`config.mk`:
```
export PLATFORM = sky130hd
export DESIGN_NAME = if_fetch_ctrl_flat
export DESIGN_NICKNAME = d
export VERILOG_FILES = /design/src/rtl/if_pkg.sv /design/src/rtl/if_fetch_ctrl_if.sv /design/src/rtl/if_fetch_ctrl.sv /design/src/flat_wrapper.sv
export SDC_FILE = /design/constraint.sdc
export NUM_CORES = 1
export LEC_CHECK = 0
export CORE_ASPECT_RATIO = 0.8
export CORE_UTILIZATION = 35
export CTS_CLUSTER_DIAMETER = 200
export DETAILED_ROUTE_END_ITERATION = 12
export PLACE_DENSITY = 0.73
export SLEW_MARGIN = 15
export SYNTH_ARGS = -nofsm -noshare
export SYNTH_HDL_FRONTEND = slang
export SYNTH_SLANG_ARGS = --single-unit
```
`constraint.sdc`:
```
create_clock -name clk -period 1.95 [get_ports clk]
set_input_delay 0.195 -clock clk [delete_from_list [all_inputs] [get_ports clk]]
set_output_delay 0.195 -clock clk [all_outputs]
set_load 0.01 [all_outputs]
```
`src/rtl/if_pkg.sv`:
```
// Shared fetch-stage definitions: controller state encoding and the boot address
// that both the pc register and the benches start from.
package if_pkg;

  typedef enum logic [2:0] {
    IDLE    = 3'd0,
    ADDR    = 3'd1,
    DATA    = 3'd2,
    DISCARD = 3'd3,
    HOLD    = 3'd4
  } fetch_state_e;

  localparam logic [31:0] RESET_VECTOR = 32'hbfc00000;

endpackage

```
`src/rtl/if_fetch_ctrl_if.sv`:
```
// SRAM-like instruction-memory port: one request/address phase and one data phase,
// with at most one transaction outstanding.
interface if_fetch_ctrl_if #(
  parameter int ADDR_W = 32,
  parameter int DATA_W = 32
);

  logic              inst_req;
  logic [ADDR_W-1:0] inst_addr;
  logic              inst_addr_ok;
  logic              inst_data_ok;
  logic [DATA_W-1:0] inst_rdata;

  modport master (
    output inst_req,
    output inst_addr,
    input  inst_addr_ok,
    input  inst_data_ok,
    input  inst_rdata
  );

  modport slave (
    input  inst_req,
    input  inst_addr,
    output inst_addr_ok,
    output inst_data_ok,
    output inst_rdata
  );

endinterface

```
`src/rtl/if_fetch_ctrl.sv`:
```
// Instruction-fetch controller: sequences one memory read per instruction, buffers
// the word for decode, stalls pc until it is consumed, and drops stale responses.
module if_fetch_ctrl
  import if_pkg::*;
#(
  parameter int ADDR_W = 32,
  parameter int DATA_W = 32
) (
  input  logic              clk,
  input  logic              rst,
  input  logic [ADDR_W-1:0] pc_addr,
  input  logic              redirect,
  input  logic              pipe_stall,
  if_fetch_ctrl_if.master   mem,
  output logic              fetch_stall,
  output logic              if_valid,
  output logic [DATA_W-1:0] if_inst,
  output logic [ADDR_W-1:0] if_pc
);

  fetch_state_e      r_state;
  fetch_state_e      w_next_state;
  logic [DATA_W-1:0] r_inst_q;
  logic [ADDR_W-1:0] r_pc_q;
  logic              w_inst_req;
  logic              w_capture;
  logic              w_latch_pc;

  // NOTE: every signal driven here gets a default first so no path can infer a latch.
  always_comb begin
    w_next_state = r_state;
    w_inst_req   = 1'b0;
    w_capture    = 1'b0;
    w_latch_pc   = 1'b0;
    case (r_state)
      IDLE: w_next_state = ADDR;
      ADDR: begin
        // A redirect cycle must never carry the pre-redirect address onto the bus.
        w_inst_req = ~redirect;
        if (w_inst_req && mem.inst_addr_ok) begin
          w_latch_pc   = 1'b1;
          w_next_state = DATA;
        end
      end
      DATA: begin
        if (mem.inst_data_ok) begin
          if (!redirect) begin
            w_capture    = 1'b1;
            w_next_state = HOLD;
          end else begin
            w_next_state = ADDR;
          end
        end else if (redirect) begin
          w_next_state = DISCARD;
        end
      end
      DISCARD: begin
        if (mem.inst_data_ok) w_next_state = ADDR;
      end
      HOLD: begin
        if (!pipe_stall || redirect) w_next_state = ADDR;
      end
      default: w_next_state = IDLE;
    endcase
  end

  // NOTE: state registers use non-blocking assignments so every flop samples pre-edge values.
  always_ff @(posedge clk) begin
    if (!rst) begin
      r_state  <= IDLE;
      r_inst_q <= '0;
      r_pc_q   <= '0;
    end else begin
      r_state <= w_next_state;
      if (w_capture)  r_inst_q <= mem.inst_rdata;
      if (w_latch_pc) r_pc_q   <= pc_addr;
    end
  end

  assign mem.inst_req  = w_inst_req;
  assign mem.inst_addr = pc_addr;

  // pc may move only when the buffered word is consumed or a redirect reloads it.
  assign fetch_stall = ~(redirect | ((r_state == HOLD) & ~pipe_stall));
  assign if_valid    = (r_state == HOLD) & ~redirect;
  assign if_inst     = r_inst_q;
  assign if_pc       = r_pc_q;

endmodule

```
`src/flat_wrapper.sv`:
```
// flat-port wrapper written by rule: the top's interface ports become plain ports
module if_fetch_ctrl_flat import if_pkg::*;
#(
  parameter int ADDR_W = 32,
  parameter int DATA_W = 32
)
  (clk, rst, pc_addr, redirect, pipe_stall, fetch_stall, if_valid, if_inst, if_pc, mem_inst_req, mem_inst_addr, mem_inst_addr_ok, mem_inst_data_ok, mem_inst_rdata);
  if_fetch_ctrl_if #(.ADDR_W(ADDR_W), .DATA_W(DATA_W)) mem_i ();
  input  logic clk;
  input  logic rst;
  input  logic [ADDR_W-1:0] pc_addr;
  input  logic redirect;
  input  logic pipe_stall;
  output logic fetch_stall;
  output logic if_valid;
  output logic [DATA_W-1:0] if_inst;
  output logic [ADDR_W-1:0] if_pc;
  output wire logic [$bits(mem_i.inst_req)-1:0] mem_inst_req;
  output wire logic [$bits(mem_i.inst_addr)-1:0] mem_inst_addr;
  input wire logic [$bits(mem_i.inst_addr_ok)-1:0] mem_inst_addr_ok;
  input wire logic [$bits(mem_i.inst_data_ok)-1:0] mem_inst_data_ok;
  input wire logic [$bits(mem_i.inst_rdata)-1:0] mem_inst_rdata;
  assign mem_inst_req = mem_i.inst_req;
  assign mem_inst_addr = mem_i.inst_addr;
  assign mem_i.inst_addr_ok = mem_inst_addr_ok;
  assign mem_i.inst_data_ok = mem_inst_data_ok;
  assign mem_i.inst_rdata = mem_inst_rdata;
  if_fetch_ctrl #(.ADDR_W(ADDR_W), .DATA_W(DATA_W)) u_core (.clk(clk), .rst(rst), .pc_addr(pc_addr), .redirect(redirect), .pipe_stall(pipe_stall), .mem(mem_i), .fetch_stall(fetch_stall), .if_valid(if_valid), .if_inst(if_inst), .if_pc(if_pc));
endmodule
```
==> flow_metrics.py, run 1 <==
metrics = {
    "sta": {
        "setup_viol": 0,
        "fin_worst_skew_ns": 0.00793,
        "tns_ns": 0,
        "hold_violations": 0,
        "fin_crit_sh": 0.920,
        "rsz0062_at_grt": "false",
        "slew_headroom": 0.768,
        "timing.fmax_mhz": 557,
        "finalMaxSlewViolations": 0,
        "worst_slew_pin_slew_ns": 0.347,
        "finalCriticalPeriod_ns": 1.79,
    },
    "global_routing": {
        "grt_pass1_wl_um": 11600,
        "first_global_vias": 2487,
        "antenna_found_initial": 0,
        "grt_overflow": 0,
        "track_usage": 0.161,
        "grt_max_degree": 57,
    },
    "yosys": {
        "yosys.area.top_type": "dfxtp_1",
        "yosys-top-cells-area": "dfxtp_1, mux2i_1, nand2_1",
        "synth_area_per_cell_um2": 9.03,
        "synth_edf_count": 0,
        "synth_top_area_frac": 0.446,
        "async_reset_ff_frac": 0,
        "yosysMostFrequentCell": "nand2_1",
        "syn-num-nets": 403,
        "ys.flop_type": "dfxtp_1",
        "ys_seq_elements": 67,
        "syn_inst": 333,
        "ys_warn_count": 0,
        "synth_common_cells": "nand2_1, dfxtp_1, mux2i_1",
        "synth_cell_types": 21,
        "ys_seq_area_frac": 0.446,
        "synthesis.area_mm2": 0.00301,
    },
    "worst_setup_path": {
        "critPathKind": "reg -> out",
        "crit_path_start_kind": "register",
        "required_ns": 1.75,
        "rr_startpoint": "u_core.r_state[1]$_SDFFE_PN0P_",
        "rr_endpoint": "u_core.if_inst[0]$_SDFFE_PN0P_",
        "rrSetupSlack_ns": 0.53,
        "crit_path_max_fanout": 8,
        "end_kind": "output pin",
        "critical_path_arrival_ns": 1.60,
        "r2r_cells": 4,
    },
    "route": {
        "vias": 2553,
        "via_per_inst": 4.44,
        "ant_nets": 0,
        "wl_per_cell_um": 12.3,
        "drc": 0,
        "dr.pass1.iters": 4,
        "first_iter_violations": 69,
        "drt-total-wl_um": 7080,
    },
    "flow_run": {
        "max_cap_violations": 0,
    },
    "cells_and_area": {
        "areaGrowthSynthToFinish_pct": 58.9,
        "final_cells": 575,
        "fin_nets": 532,
        "diodes": 0,
        "fill_cells": 714,
        "drive_above_1_share": 0.0664,
    },
    "die": {
        "fp.dieW_um": 106,
        "chipHeight_um": 84.9,
        "fp.coreArea_mm2": 0.00813,
        "num_io_pins": 169,
        "rows": 29,
        "die_area_mm2": 0.00897,
        "start_util": 0.370,
    },
    "power_and_ir_drop": {
        "swShare": 0.228,
        "combPwrFrac": 0.144,
        "p_leak_nw": 1.70,
        "p_clk_frac": 0.406,
        "powerDensity_mw_per_mm2": 659,
        "p_seq_frac": 0.450,
        "peakVddDrop_v": 0.000280,
        "p_sw_uw": 717,
        "intPower_mw": 2.43,
    },
    "worst_hold_path": {
        "min_path_cells": 3,
        "hp-class": "in -> reg",
        "hold_path.startpoint": "rst",
        "min_to": "u_core.if_pc[3]$_SDFFE_PN0P_",
    },
    "clocking": {
        "htreeDepth": 3,
        "clockBufferDepth": 2,
        "cts_buffers": 9,
        "insertion_delay_ns": 0.33,
        "cts_tree": "done",
        "clk_pin_slew_worst_paths_ns": 0.08,
        "cts_root_buf": "clkbuf_8",
        "clock-sinks": 67,
    },
    "status": {
        "status": "finished, final reports clean",
    },
    "place": {
        "port_buffers": 168,
        "gp_congestion": 0.762,
        "dpl.cell_count": 559,
        "dp_hpwl_um": 5160,
    },
}
## per-stage QoR
step	total power, mW	setup slack (ns)	area [um2]	hold slack [ns]	utilization
final	3.15	0.156	4780	0.293	0.588
after global routing	3.30	0.0266	4780	0.305	0.588
after CTS	3.20	0.0286	4760	0.282	0.586
after detailed placement	1.90	0.163	4530	0.447	0.557
after global placement	1.90	0.202	4530	0.441	0.557
after floorplan	1.66	0.497	3010	0.337	-
## cell families (layout without fill, tap and decap cells)
group,Yosys count,after routing,share of synthesized area
simple gates,143,143,0.203
flops,67,67,0.446
mux,64,64,0.213
buf+inv,56,190,0.129
compound gates,3,3,0.00832
## metal layers
| metal | part of all wire | global-route usage | up-vias | routed length, um |
|---|---|---|---|---|
| li1 | - | - | 1303 | - |
| met1 | 0.42 | 0.187 | 1140 | 3010 |
| met2 | 0.48 | 0.273 | 95 | 3390 |
| met3 | 0.079 | 0.0622 | 15 | 561 |
| met4 | 0.017 | 0.0518 | 0 | 121 |
| met5 | 0 | 0 | - | 0 |
## power groups by stage
stage	Clock (mW)	Sequential [mW]	Combinational [mW]
after global routing	1.39	1.42	0.490
after detailed placement	0	1.45	0.456
after global placement	0	1.45	0.450
final	1.28	1.42	0.453
after floorplan	0	1.46	0.200
after CTS	1.33	1.42	0.459
## worst max path at each step
stage                                    from                        endpoint  slack [ns]  cells past startpoint
6_report       u_core.r_state[2]$_SDFFE_PN0P_                        if_valid        0.16                      2
5_1_grt        u_core.r_state[2]$_SDFFE_PN0P_                     fetch_stall        0.03                      3
4_1_cts        u_core.r_state[1]$_SDFFE_PN0P_                    mem_inst_req        0.03                      2
3_5_place_dp                         redirect                        if_valid        0.16                      3
3_3_place_gp                         redirect                        if_valid        0.20                      3
2_1_floorplan  u_core.r_state[1]$_SDFFE_PN0P_  u_core.r_state[0]$_SDFFE_PN0P_        0.50                      4
## repair_timing
action                     in CTS  in global routing
hold buffers                    0                  0
buffers inserted                0                  0
setup endpoints to repair       2                  3
resized for setup               3                  3
## flip-flops by register name, summed over array words and instances (netlist names)
name and cells:
u_core.if_pc 32, u_core.r_state 3, u_core.if_inst 32
## worst max-delay path, stage by stage, from the launching register on
cell	delay (ns)
dfxtp_2	0.45
nor4b_4	0.24
clkdlybuf4s50_1	0.58
## placed cells by master (no fill, tap or decap), types with 2 or more instances in the layout
cell type and instances:
nand2_1 129, dfxtp_1 64, bufinv_16 2, buf_12 4
nor4_4 2, clkinvlp_4 2, mux2i_1 64, buf_4 3
nand2b_1 2, clkdlybuf4s50_1 167, clkbuf_8 10, dfxtp_2 3
## layout make-up
type | count | area [um2] | area share
sequential | 67 | 1350 | 0.281
multi-input combinational | 210 | 1300 | 0.272
clock inverter | 6 | 88.8 | 0.0186
timing repair buffer | 174 | 1770 | 0.371
clock buffer | 10 | 138 | 0.0288
tap | 108 | 135 | 0.0283
Note: power is estimated with default switching activity, not from simulation.
==> inputs of run 2 (changes only) <==
--- a/config.mk
+++ b/config.mk
@@ -9,6 +9,7 @@
 export CORE_UTILIZATION = 35
 export CTS_CLUSTER_DIAMETER = 200
 export DETAILED_ROUTE_END_ITERATION = 12
+export HOLD_SLACK_MARGIN = 0.06
 export PLACE_DENSITY = 0.73
 export SLEW_MARGIN = 15
 export SYNTH_ARGS = -nofsm -noshare
==> constraint.sdc (replaced) <==
create_clock -name clk -period 1.8 [get_ports clk]
set_input_delay 0.18 -clock clk [delete_from_list [all_inputs] [get_ports clk]]
set_output_delay 0.18 -clock clk [all_outputs]
set_load 0.01 [all_outputs]
==> run 2 against run 1 <==
Compared with the run above: critical path type unchanged; clock skew is essentially flat; non-clock buffer count is 3 higher; final area decreased by 0.47%; worst setup slack worse by 0.051 ns; final cell count is 0.35% higher; first-iteration DRC count grew 23%; clock power down 4%; sequential power increased by 8%; die area stayed put; via count up 0.86%; highest routed layer unchanged; utilization shrank 0.28 points.
==> flow_metrics.py, run 2 (synthesized netlist as in run 1, its figures left out) <==
metrics = {
    "clocking": {
        "post_cts_resized": 5,
        "cts_setup_buffers": 0,
        "clockBufferDepth": 2,
        "cts_root_buf": "clkbuf_8",
        "ctsHoldBuffers": 0,
        "clock-sinks": 67,
        "cts_tree": "done",
        "cts_buffers": 9,
        "clk_pin_slew_worst_paths_ns": 0.07,
        "htreeDepth": 3,
        "insertion_delay_ns": 0.33,
    },
    "global_routing": {
        "track_usage": 0.163,
        "antenna_found_initial": 0,
        "grt_overflow": 0,
        "grt_pass1_wl_um": 11700,
        "first_global_vias": 2549,
        "grt_max_degree": 45,
    },
    "worst_setup_path": {
        "startpoint": "u_core.r_state[0]$_SDFFE_PN0P_",
        "cp-endpoint": "fetch_stall",
        "crit_path_start_kind": "register",
        "required_ns": 1.62,
        "critical_path_arrival_ns": 1.52,
        "rrSetupSlack_ns": 0.35,
        "critPathKind": "reg -> out",
        "end_kind": "output pin",
        "r2r_cells": 4,
        "rr_endpoint": "u_core.if_inst[20]$_SDFFE_PN0P_",
        "rr_startpoint": "u_core.r_state[2]$_SDFFE_PN0P_",
        "crit_path_max_fanout": 7,
    },
    "power_and_ir_drop": {
        "p_clk_frac": 0.378,
        "fin_total_pwr_mw": 3.26,
        "p_leak_nw": 1.71,
        "powerDensity_mw_per_mm2": 686,
        "intPower_mw": 2.53,
        "p_sw_uw": 736,
        "combPwrFrac": 0.151,
        "peakVddDrop_v": 0.000410,
        "p_seq_frac": 0.470,
        "swShare": 0.226,
    },
    "worst_hold_path": {
        "hp-class": "in -> reg",
    },
    "sta": {
        "worst_slew_pin_slew_ns": 0.383,
        "finalCriticalPeriod_ns": 1.70,
        "setup_ws_ns": 0.105,
        "fin_hold_ws_ns": 0.294,
        "fin_crit_sh": 0.942,
        "fin_worst_skew_ns": 0.00843,
        "rsz0062_at_grt": "false",
        "finalMaxSlewViolations": 0,
        "tns_ns": 0,
        "hold_violations": 0,
        "timing.fmax_mhz": 590,
        "setup_viol": 0,
        "slew_headroom": 0.745,
    },
    "cells_and_area": {
        "final_util": 0.585,
        "fin_nets": 535,
        "diodes": 0,
        "areaGrowthSynthToFinish_pct": 58.2,
        "layout_commonest_cell": "clkdlybuf4s50_1",
        "drive_above_1_share": 0.0640,
        "final_cell_mix": "clkdlybuf4s50_1, nand2_1, dfxtp_1, mux2i_1, clkbuf_8",
    },
    "route": {
        "drt-total-wl_um": 7270,
        "ant_nets": 0,
        "dr.pass1.iters": 4,
        "first_iter_violations": 85,
        "drc": 0,
        "wl_per_cell_um": 12.6,
        "via_per_inst": 4.46,
        "vias": 2575,
    },
    "place": {
        "place_ws_ns": 0.0263,
        "port_buffers": 168,
        "gp_congestion": 0.781,
        "dp_hpwl_um": 5230,
    },
    "die": {
        "chipHeight_um": 84.9,
        "fp.coreArea_mm2": 0.00813,
        "rows": 29,
        "fp.dieW_um": 106,
        "die_area_mm2": 0.00897,
        "num_io_pins": 169,
        "start_util": 0.370,
    },
    "flow_run": {
        "max_cap_violations": 0,
    },
    "status": {
        "status": "finished, final reports clean",
    },
}
## run 2: worst min-delay path by stage
stage / start / endpoint / depth (start not counted)
final: rst / u_core.if_pc[9]$_SDFFE_PN0P_ / 3
after global routing: rst / u_core.if_pc[5]$_SDFFE_PN0P_ / 3
after CTS: rst / u_core.if_pc[5]$_SDFFE_PN0P_ / 3
after detailed placement: u_core.if_inst[2]$_SDFFE_PN0P_ / u_core.if_inst[2]$_SDFFE_PN0P_ / 2
after global placement: u_core.if_pc[2]$_SDFFE_PN0P_ / u_core.if_pc[2]$_SDFFE_PN0P_ / 2
after floorplan: mem_inst_rdata[0] / u_core.if_inst[0]$_SDFFE_PN0P_ / 2
## run 2: power groups by stage
stage | sequential [mW] | clock (mW) | combinational [mW]
6_report | 1.54 | 1.23 | 0.494
5_1_grt | 1.54 | 1.35 | 0.533
4_1_cts | 1.53 | 1.28 | 0.501
3_5_place_dp | 1.57 | 0 | 0.498
3_3_place_gp | 1.57 | 0 | 0.492
2_1_floorplan | 1.58 | 0 | 0.216
## run 2: area by class of cell
class / count / area (um2)
Sequential cell: 67 / 1340
Timing Repair Buffer: 177 / 1790
Fill cell: 745 / 3370
Tap cell: 108 / 135
Multi-Input combinational cell: 210 / 1290
Clock inverter: 2 / 35.0
Clock buffer: 13 / 159
## run 2: critical path: stages, from the launching register on
cell and delay [ns]:
dfxtp_2 0.38, nor4b_2 0.28, nor2_1 0.06, clkdlybuf4s50_1 0.47
## run 2: metrics by stage
step / instance area, um2 / instances
2_1_floorplan: 3010 / 333
3_3_place_gp: 4550 / 562
3_5_place_dp: 4550 / 562
4_1_cts: 4750 / 577
5_1_grt: 4760 / 577
6_report: 4760 / 577
## run 2: routing by layer
metal	GRT usage	vias up	wire [um]	part of all wire
met5	0	-	0	0
met4	0.0568	0	90	0.012
met3	0.0568	10	502	0.069
met2	0.287	92	3560	0.49
met1	0.184	1173	3110	0.43
li1	-	1300	-	-
==> inputs of run 3 (changes only) <==
--- a/config.mk
+++ b/config.mk
@@ -5,12 +5,11 @@
 export SDC_FILE = /design/constraint.sdc
 export NUM_CORES = 1
 export LEC_CHECK = 0
-export CORE_ASPECT_RATIO = 0.8
-export CORE_UTILIZATION = 35
+export CORE_UTILIZATION = 39
 export CTS_CLUSTER_DIAMETER = 200
 export DETAILED_ROUTE_END_ITERATION = 12
 export HOLD_SLACK_MARGIN = 0.06
-export PLACE_DENSITY = 0.73
+export PLACE_DENSITY = 0.8
 export SLEW_MARGIN = 15
 export SYNTH_ARGS = -nofsm -noshare
 export SYNTH_HDL_FRONTEND = slang
==> run 3 against run 2 <==
Compared with the run above: critical path type unchanged; sequential power about the same; critical endpoint unchanged; critical path depth unchanged; via count decreased by 0.27%; first-iteration DRC count decreased by 29%; register-to-register slack got worse by 0.03 ns; routed wire length decreased by 1.4%.
==> flow_metrics.py, run 3 (synthesized netlist as in run 1, its figures left out) <==
metrics = {
    "die": {
        "fp.coreArea_mm2": 0.00737,
        "chipHeight_um": 89.8,
        "die_area_mm2": 0.00807,
        "rows": 31,
        "start_util": 0.408,
        "num_io_pins": 169,
        "fp.dieW_um": 89.8,
    },
    "power_and_ir_drop": {
        "combPwrFrac": 0.144,
        "p_clk_frac": 0.408,
        "p_leak_nw": 1.72,
        "swShare": 0.219,
        "powerDensity_mw_per_mm2": 718,
        "fin_total_pwr_mw": 3.42,
        "p_sw_uw": 750,
        "p_seq_frac": 0.448,
        "intPower_mw": 2.67,
        "peakVddDrop_v": 0.000423,
    },
    "route": {
        "drt-met1-wl_um": 2880,
        "top_layer_used": "met4",
        "met3WireLength_um": 452,
        "ant_nets": 0,
        "first_iter_violations": 60,
        "wl_per_cell_um": 12.6,
        "drc": 0,
        "dr.pass1.iters": 4,
        "vias": 2568,
        "wl_met2_um": 3680,
        "via_per_inst": 4.53,
        "drt-total-wl_um": 7160,
    },
    "cells_and_area": {
        "drive_above_1_share": 0.0641,
        "fill_cells": 640,
        "final_area_mm2": 0.00476,
        "diodes": 0,
        "areaGrowthSynthToFinish_pct": 58.4,
        "layout_commonest_cell": "clkdlybuf4s50_1",
        "final_cell_mix": "clkdlybuf4s50_1, nand2_1, dfxtp_1, mux2i_1, clkbuf_8",
        "fin_nets": 533,
    },
    "clocking": {
        "clk_pin_slew_worst_paths_ns": 0.07,
        "htreeDepth": 3,
        "clock-sinks": 67,
        "clockBufferDepth": 2,
        "cts_setup_buffers": 0,
        "cts_root_buf": "clkbuf_8",
        "ctsHoldBuffers": 0,
        "cts_buffers": 9,
        "insertion_delay_ns": 0.33,
        "cts_tree": "done",
    },
    "global_routing": {
        "first_global_vias": 2508,
        "antenna_found_initial": 0,
        "grt_overflow": 0,
        "grt_max_degree": 43,
        "track_usage": 0.179,
        "grt_pass1_wl_um": 11600,
    },
    "worst_setup_path": {
        "critPathKind": "reg -> out",
        "crit_path_max_fanout": 7,
        "critPathBufInv": 1,
        "rr_startpoint": "u_core.r_state[2]$_SDFFE_PN0P_",
        "slowest_delay_ns": 0.47,
        "critical_path_arrival_ns": 1.50,
        "cp_slowest_cell": "clkdlybuf4s50_1",
        "startpoint": "u_core.r_state[0]$_SDFFE_PN0P_",
        "crit_path_start_kind": "register",
        "cp_cell_sequence": "nor4b_2, nor2_1, clkdlybuf4s50_1",
        "required_ns": 1.62,
        "end_kind": "output pin",
        "crit_family": "buffers and inverters",
    },
    "worst_hold_path": {
        "hp-class": "in -> reg",
        "hold_path.startpoint": "rst",
    },
    "sta": {
        "finalCriticalPeriod_ns": 1.68,
        "rsz0062_at_grt": "false",
        "fin_worst_skew_ns": 0.00373,
        "setup_viol": 0,
        "fin_crit_sh": 0.934,
        "timing.fmax_mhz": 595,
        "finalMaxSlewViolations": 0,
        "slew_headroom": 0.772,
        "hold_violations": 0,
        "worst_slew_pin_slew_ns": 0.342,
        "tns_ns": 0,
    },
    "status": {
        "status": "finished, final reports clean",
    },
    "place": {
        "dp_hpwl_um": 5340,
        "gp_congestion": 0.766,
        "place_area_mm2": 0.00452,
        "port_buffers": 168,
    },
    "flow_run": {
        "max_cap_violations": 0,
    },
}
[run 3: cell types whose count changed in the layout (fill, tap and decap cells not counted), sizes merged]
cell      before  now
buf           10    8
bufinv         1    2
clkbuf        13   12
clkinvlp       0    1
[run 3: path summary, 6_finish.rpt]
path | end | slack [ns] | cells past startpoint
setup / recovery | fetch_stall | 0.12 | 3
hold reg to reg | u_core.if_pc[2]$_SDFFE_PN0P_ | 0.45 | 2
hold / removal | u_core.if_pc[15]$_SDFFE_PN0P_ | 0.27 | 3
setup reg to reg | u_core.if_pc[7]$_SDFFE_PN0P_ | 0.32 | 4
[run 3: cell type report]
type,instances,area [um2],area share
Clock buffer,12,155,0.0326
Timing Repair Buffer,175,1780,0.373
Clock inverter,4,72.6,0.0152
Multi-Input combinational cell,210,1290,0.271
Sequential cell,67,1340,0.282
Tap cell,99,124,0.0260
[run 3: worst register-to-register path, delay by kind of cell, from the launching register on]
family / cells / cell delay (ns)
AND/OR/NAND/NOR: 1 / 0.33
buffers and inverters: 2 / 0.45
multiplexers: 1 / 0.28
flip-flops: 1 / 0.34
[run 3: power groups by stage]
stage,clock [mW],sequential [mW],combinational (mW)
detailed placement,0,1.57,0.497
floorplan,0,1.58,0.216
global route,1.51,1.54,0.530
finish,1.39,1.53,0.493
global placement,0,1.57,0.487
CTS,1.44,1.53,0.498
[run 3: timing repair]
| action | in CTS | in global routing |
|---|---|---|
| gates resized for setup | 4 | 2 |
| gates cloned | 0 | 0 |
| endpoints found under the setup margin | 2 | 1 |
[run 3: layer usage]
layer,global-route usage,vias to the layer above
met2,0.321,95
met5,0,-
met4,0.0956,0
met3,0.0448,13
li1,-,1303
met1,0.194,1157
[run 3: through the flow]
step           hold slack [ns]  setup WS, ns  cells  utilization
2_1_floorplan            0.322         0.347    333            -
3_3_place_gp             0.440        0.0991    551        0.614
3_5_place_dp             0.449        0.0525    551        0.614
4_1_cts                  0.266    0.00000266    567        0.646
5_1_grt                  0.294        0.0155    567        0.647
6_report                 0.274         0.118    567        0.647
